===== config.mk =====
export PLATFORM = sky130hd
export DESIGN_NAME = clock_alarm_unit
export DESIGN_NICKNAME = d
export VERILOG_FILES = /design/src/rtl/clock_alarm_unit.sv
export SDC_FILE = /design/constraint.sdc
export NUM_CORES = 1
export LEC_CHECK = 0
export CORE_MARGIN = 2
export CORE_UTILIZATION = 40
export DETAILED_ROUTE_END_ITERATION = 10
export HOLD_SLACK_MARGIN = 0.02
export PLACE_DENSITY = 0.75
export SETUP_SLACK_MARGIN = 0.02
export SYNTH_ARGS = -nofsm -noshare
export SYNTH_HDL_FRONTEND = slang
export SYNTH_SLANG_ARGS = --single-unit

===== constraint.sdc =====
create_clock -name Clk_1sec -period 2.4 [get_ports Clk_1sec]
set_input_delay 0.24 -clock Clk_1sec [delete_from_list [all_inputs] [get_ports Clk_1sec]]
set_output_delay 0.24 -clock Clk_1sec [all_outputs]
set_load 0.01 [all_outputs]

===== src/rtl/clock_alarm_unit.sv =====
// clock_alarm_unit: alarm time comparator with self-timing ring and bounded snooze
module clock_alarm_unit #(
  parameter int RING_SECS   = 60,
  parameter int SNOOZE_SECS = 300,
  parameter int MAX_SNOOZES = 3
) (
  input  logic                               Clk_1sec,
  input  logic                               reset,
  input  logic [4:0]                         hours,
  input  logic [5:0]                         minutes,
  input  logic [5:0]                         seconds,
  input  logic                               alarm_en,
  input  logic [4:0]                         alarm_hours,
  input  logic [5:0]                         alarm_minutes,
  input  logic                               snooze_req,
  input  logic                               stop_req,
  output logic                               alarm_out,
  output logic                               snoozing,
  output logic [$clog2(MAX_SNOOZES+1)-1:0]   snooze_count
);
  localparam int CW = $clog2(MAX_SNOOZES + 1);
  localparam int TW = $clog2((RING_SECS > SNOOZE_SECS ? RING_SECS : SNOOZE_SECS) + 1);
  localparam logic [TW-1:0] RING_LD = TW'(RING_SECS - 1);
  localparam logic [TW-1:0] SNZ_LD = TW'(SNOOZE_SECS - 1);
  localparam logic [CW-1:0] MAX_CNT = CW'(MAX_SNOOZES);
  localparam logic [1:0] IDLE = 2'b00, RING = 2'b01, SNOOZE = 2'b10;
  logic [1:0]    state;
  logic [TW-1:0] cnt;
  logic          match;
  always_comb match = alarm_en && hours == alarm_hours && minutes == alarm_minutes &&
                      seconds == 6'd0 && alarm_hours <= 5'd23 && alarm_minutes <= 6'd59;
  // state bits double as the registered outputs
  assign alarm_out = state[0];
  assign snoozing  = state[1];
  always_ff @(posedge Clk_1sec) begin
    if (!reset || !alarm_en || (state != IDLE && stop_req)) begin
      state        <= IDLE;
      cnt          <= '0;
      snooze_count <= '0;
    end else if (state == IDLE) begin
      if (match) begin
        state <= RING;
        cnt   <= RING_LD;
      end
    end else if (state == RING) begin
      if (snooze_req && snooze_count < MAX_CNT) begin
        state        <= SNOOZE;
        cnt          <= SNZ_LD;
        snooze_count <= snooze_count + CW'(1);
      end else if (cnt == '0) begin
        state        <= IDLE;
        snooze_count <= '0;
      end else begin
        cnt <= cnt - TW'(1);
      end
    end else if (state == SNOOZE) begin
      if (cnt == '0) begin
        state <= RING;
        cnt   <= RING_LD;
      end else begin
        cnt <= cnt - TW'(1);
      end
    end else begin
      state <= IDLE;
    end
  end
endmodule

======== Word-level counts from Yosys, hierarchy flattened ========
Index checks and enable logic that the tools add are counted.
cells by class
  add/subtract/negate cells ............... 2
  $lt $le $gt $ge ......................... 3
  equality and inequality tests ........... 8
  mux-type cells .......................... 15
  bitwise gates (word level) .............. 1
  reductions and logical operators ........ 20
operator list
  kind                                                                      count
  9-bit two-way mux                                                         7
  2-bit two-way mux                                                         8
  9-bit logical NOT                                                         1
  3-bit AND reduction                                                       3
  9-bit by 1-bit subtractor with 9-bit output (second input constant)       1
  4-bit inequality test (second input constant)                             2
  1-bit logical AND                                                         7
  6-bit equality test                                                       1
  6-bit less-or-equal comparator (second input constant)                    1
  6-bit logical NOT                                                         1
  5-bit equality test                                                       1
  5-bit less-or-equal comparator (second input constant)                    1
  4-bit by 2-bit inequality test with 1-bit output (second input constant)  1
  2-bit nonzero test                                                        2
  3-bit nonzero test                                                        1
  2-bit by 1-bit adder with 2-bit output (second input constant)            1
  2-bit by 1-bit equality test with 1-bit output (second input constant)    1
  2-bit equality test (second input constant)                               1
  1-bit logical NOT                                                         2
  2-bit logical NOT                                                         1
  1-bit logical OR                                                          2
  2-bit < comparator (second input constant)                                1
  2-bit inequality test (second input constant)                             1
  1-bit NOT                                                                 1
word-level totals
  register bits ........................... 13
  output and inout port bits .............. 4
  word-level logic and storage cells ...... 52

======== Longest topological paths before layout ========
  depth after elaboration ................. 8
  gate-level depth with buffers ........... 7

======== Worst setup path before layout ========
OpenSTA, ideal clock, no wires.
  path type ............................... register -> register
  start ................................... register cnt[0]
  end ..................................... register cnt[0]
  arrival time ............................ 1.927 ns
  data required time ...................... 2.284 ns
  slack ................................... 0.356 ns
  cell stages (with the launch flop) ...... 8
  buffers on the path ..................... 0
  cell sequence ........................... dfxtp_1 -> inv_1 -> ha_1 -> or4b_4 -> or3_4 -> o21ai_4 -> a21oi_1 -> o211a_1
between the ends
  longest elaborated chain between the ends .. 5
ends and longest elaborated chain
  what                                                                                     RTL line  RTL
  start: declaration                                                                       28        logic [TW-1:0] cnt;
  start signal: assignment                                                                 54        cnt <= cnt - TW'(1);
  start signal: assignment                                                                 61        cnt <= cnt - TW'(1);
  9-bit by 1-bit subtractor with 9-bit output / 9-bit logical NOT (equally long branches)  -
  9-bit two-way mux (on tied branches)                                                     57, 50
  9-bit two-way mux (on tied branches)                                                     56, 46
  9-bit two-way mux                                                                        45        end else if (state == RING) begin
  9-bit two-way mux                                                                        40        end else if (state == IDLE) begin
Parallel ways exist; a longest one is shown, timed or not. The select of a mux whose other input is x is not followed.
A chain may end at the register's enable or synchronous reset.

======== Worst setup path in the final report ========
Ends and elaborated chain as after synthesis.

==> flow_summary.ini <==
[outcome]
outcome = finished, final reports clean

[power_and_ir_drop]
combPwrFrac = 0.198
cellLeakagePower_nw = 0.523
ir_drop_v = 0.000220
intPower_w = 0.000341
power.share.switching = 0.221
clockPowerShare = 0.310
power.density_mw_per_mm2 = 319
power.switching_w = 0.0000971
p_seq_frac = 0.491

[clock_network]
cts_sinks = 13
clk_latency_ps = 280
cts_buffer_depth = 2
cts_max_level = 1
numCtsBuffers = 3
cts-root-buf = clkbuf_4
cts_tree = yes
path_clk_slew_ps = 70

[timing]
post-route-min-period_ps = 2260
drv_slew = 0
worst_pin_slew_ps = 489
maxSlewHeadroom = 0.673
fmax_ghz = 0.442
setup_slack_ps = 139
rsz0062_at_grt = false
hold_violations = 0
period_share = 0.942
finalSetupTns_ps = 0
finalSetupViolations = 0
clock_skew_ps = 7.53

[worst_hold_path]
hold_path_class = register to register
hold_start = cnt[6]
min_to = cnt[6]
hold_depth = 1

[floorplanning]
dieArea_sq_mm = 0.00274
die_y_um = 52.4
initial_core_util = 0.423
die_w_um = 52.4
io_pins = 37
core_area_sq_mm = 0.00221
rows = 17

[critical_path]
worstSetupPathType = register to register
startpoint_type = register
crit_chain = inv_1 > ha_1 > or4b_4 > or3_4 > o21ai_4 > a21oi_1 > o211a_1
r2r_slack_ps = 140
slowest_stage = or4b_4
crit_path_max_fanout = 6
critPathMaxStageDelay_ps = 510
crit_path_end_kind = register
cp_data_arrival_time_ps = 2430
required_ps = 2570
worstRegToRegCells = 7
r2r_start = cnt[0]
r2r_end = cnt[0]

[drt]
drt_first_pass_iters = 4
routed_via_density = 5.73
drtIter0Drc = 27
routedWlPerCell_um = 13.0
drc = 0
ant_nets = 0
vias = 1078
drt-total-wl_mm = 2.45

[finish]
antenna_cells = 0
syn_to_final_growth_pct = 46.9
final_common_cell = clkdlybuf4s50_1
final_cell_mix = 36 x clkdlybuf4s50_1, 13 x dfxtp_1, 11 x nand2_1, 11 x a21oi_1
drive_above_1_share = 0.0625
nNetsFinal = 196

[synth]
postSynthAreaPerCell_sq_um = 7.80
synth_cells = 120
synth_seq_area_share = 0.278
synth.distinct_cells = 34
yosys_register_bits = 13
synth_area_sq_um = 936
yosysWarnings = 0
syn_nets = 155

[grt]
grt_pass1_vias = 1005
globalRouteOverflowTotal = 0
antenna_found_initial = 0
grt_max_degree = 15
grt_pass1_wl_mm = 3.91
grt_use_total = 0.190

[place]
dp_hpwl_mm = 1.97
gp_congestion = 0.796
port_buffers = 36
dpl_worst_slack_ps = 137

[flow_run]
max-cap-violations = 0
-- worst max-delay path, delay by kind of cell, from the launching register on --
family / cells / cell delay, ps
and+or+nand+nor: 2 / 940
AOI/OAI and AO/OA: 3 / 580
DFF: 1 / 350
adders and majority gates: 1 / 230
buffers and inverters: 1 / 70
-- Yosys cell counts --
master	instances	share of area
dfxtp_1	13	0.28
nor4b_1	3	0.028
o21ai_0	6	0.032
a211oi_1	3	0.024
a32oi_1	1	0.0094
or4_1	1	0.0080
a21oi_1	11	0.059
nor3_1	7	0.037
clkbuf_1	2	0.0080
xnor2_1	10	0.094
nand4_1	3	0.020
a311oi_1	1	0.0094
and3_1	2	0.013
mux2i_1	2	0.021
or3_4	1	0.012
o2111ai_1	1	0.0094
ha_1	2	0.027
o21bai_1	1	0.0080
nor2b_1	3	0.020
nand3_1	4	0.021
a31oi_1	5	0.033
inv_1	3	0.012
or3_1	1	0.0067
nor2_1	10	0.040
nor4_1	1	0.0067
nand2b_1	2	0.013
or4b_4	1	0.015
o211a_1	2	0.021
o21a_1	2	0.016
a32o_1	1	0.011
a22oi_1	2	0.016
o21ai_4	1	0.017
nand2_1	11	0.044
o31ai_1	1	0.0080
-- cell families (layout without fill, tap and decap cells) --
group                    count (synthesis)  in the layout  synth area share
AND/OR/NAND/NOR                         50             50             0.286
XOR/XNOR                                10             10            0.0936
flip-flops                              13             13             0.278
AO/OA/AOI/OAI                           38             38             0.274
multiplexers                             2              2            0.0214
adder cells (fa/ha/maj)                  2              2            0.0267
buffers and inverters                    5             45            0.0201
-- final cells by class --
class	count	area, sq um
fill	226	837
multi-input combinational	102	667
timing repair buffer	38	375
sequential	13	260
tap	28	35.0
clock buffer	4	26.3
inverter	3	11.3
-- routing by layer --
metal  GRT usage  up-vias  wire, um
met5           0        -         0
met1       0.203      491       961
met3      0.0257        5       198
met4      0.0769        0        41
met2       0.367       47      1240
li1            -      535         -
-- what timing repair did --
action	4_1_cts	5_1_grt
hold endpoints to repair	0	0
gates resized for setup	0	2
hold buffers	0	0
endpoints found under the setup margin	0	2
buffers inserted	0	0
-- metrics by stage --
stage	total power (W)	area, sq um	util	instances	hold slack (ps)
2_1_floorplan	0.000246	936	-	120	457
3_3_place_gp	0.000307	1340	0.605	184	473
3_5_place_dp	0.000308	1340	0.605	184	524
4_1_cts	0.000443	1370	0.617	188	540
5_1_grt	0.000459	1380	0.622	188	550
6_report	0.000439	1380	0.622	188	531
-- registers in the layout, indices dropped and copies added, names as in the netlist --
name	cells
cnt	9
snooze_count	2
state	2
-- worst max path at each step --
stage	from	to	slack [ps]	cells after the start
after floorplan	cnt[0]	cnt[0]	360	7
after global placement	alarm_en	cnt[0]	210	6
after detailed placement	alarm_en	cnt[0]	140	6
after CTS	cnt[0]	cnt[0]	160	7
after global routing	cnt[0]	cnt[5]	20	7
final	cnt[0]	cnt[0]	140	7
-- power groups by stage --
stage	Combinational (W)	Clock, W	Sequential [W]
2_1_floorplan	0.0000259	0	0.000221
5_1_grt	0.0000935	0.000151	0.000215
4_1_cts	0.0000879	0.000139	0.000215
6_report	0.0000870	0.000136	0.000215
3_5_place_dp	0.0000877	0	0.000221
3_3_place_gp	0.0000863	0	0.000221
(Power assumes the default switching activity.)
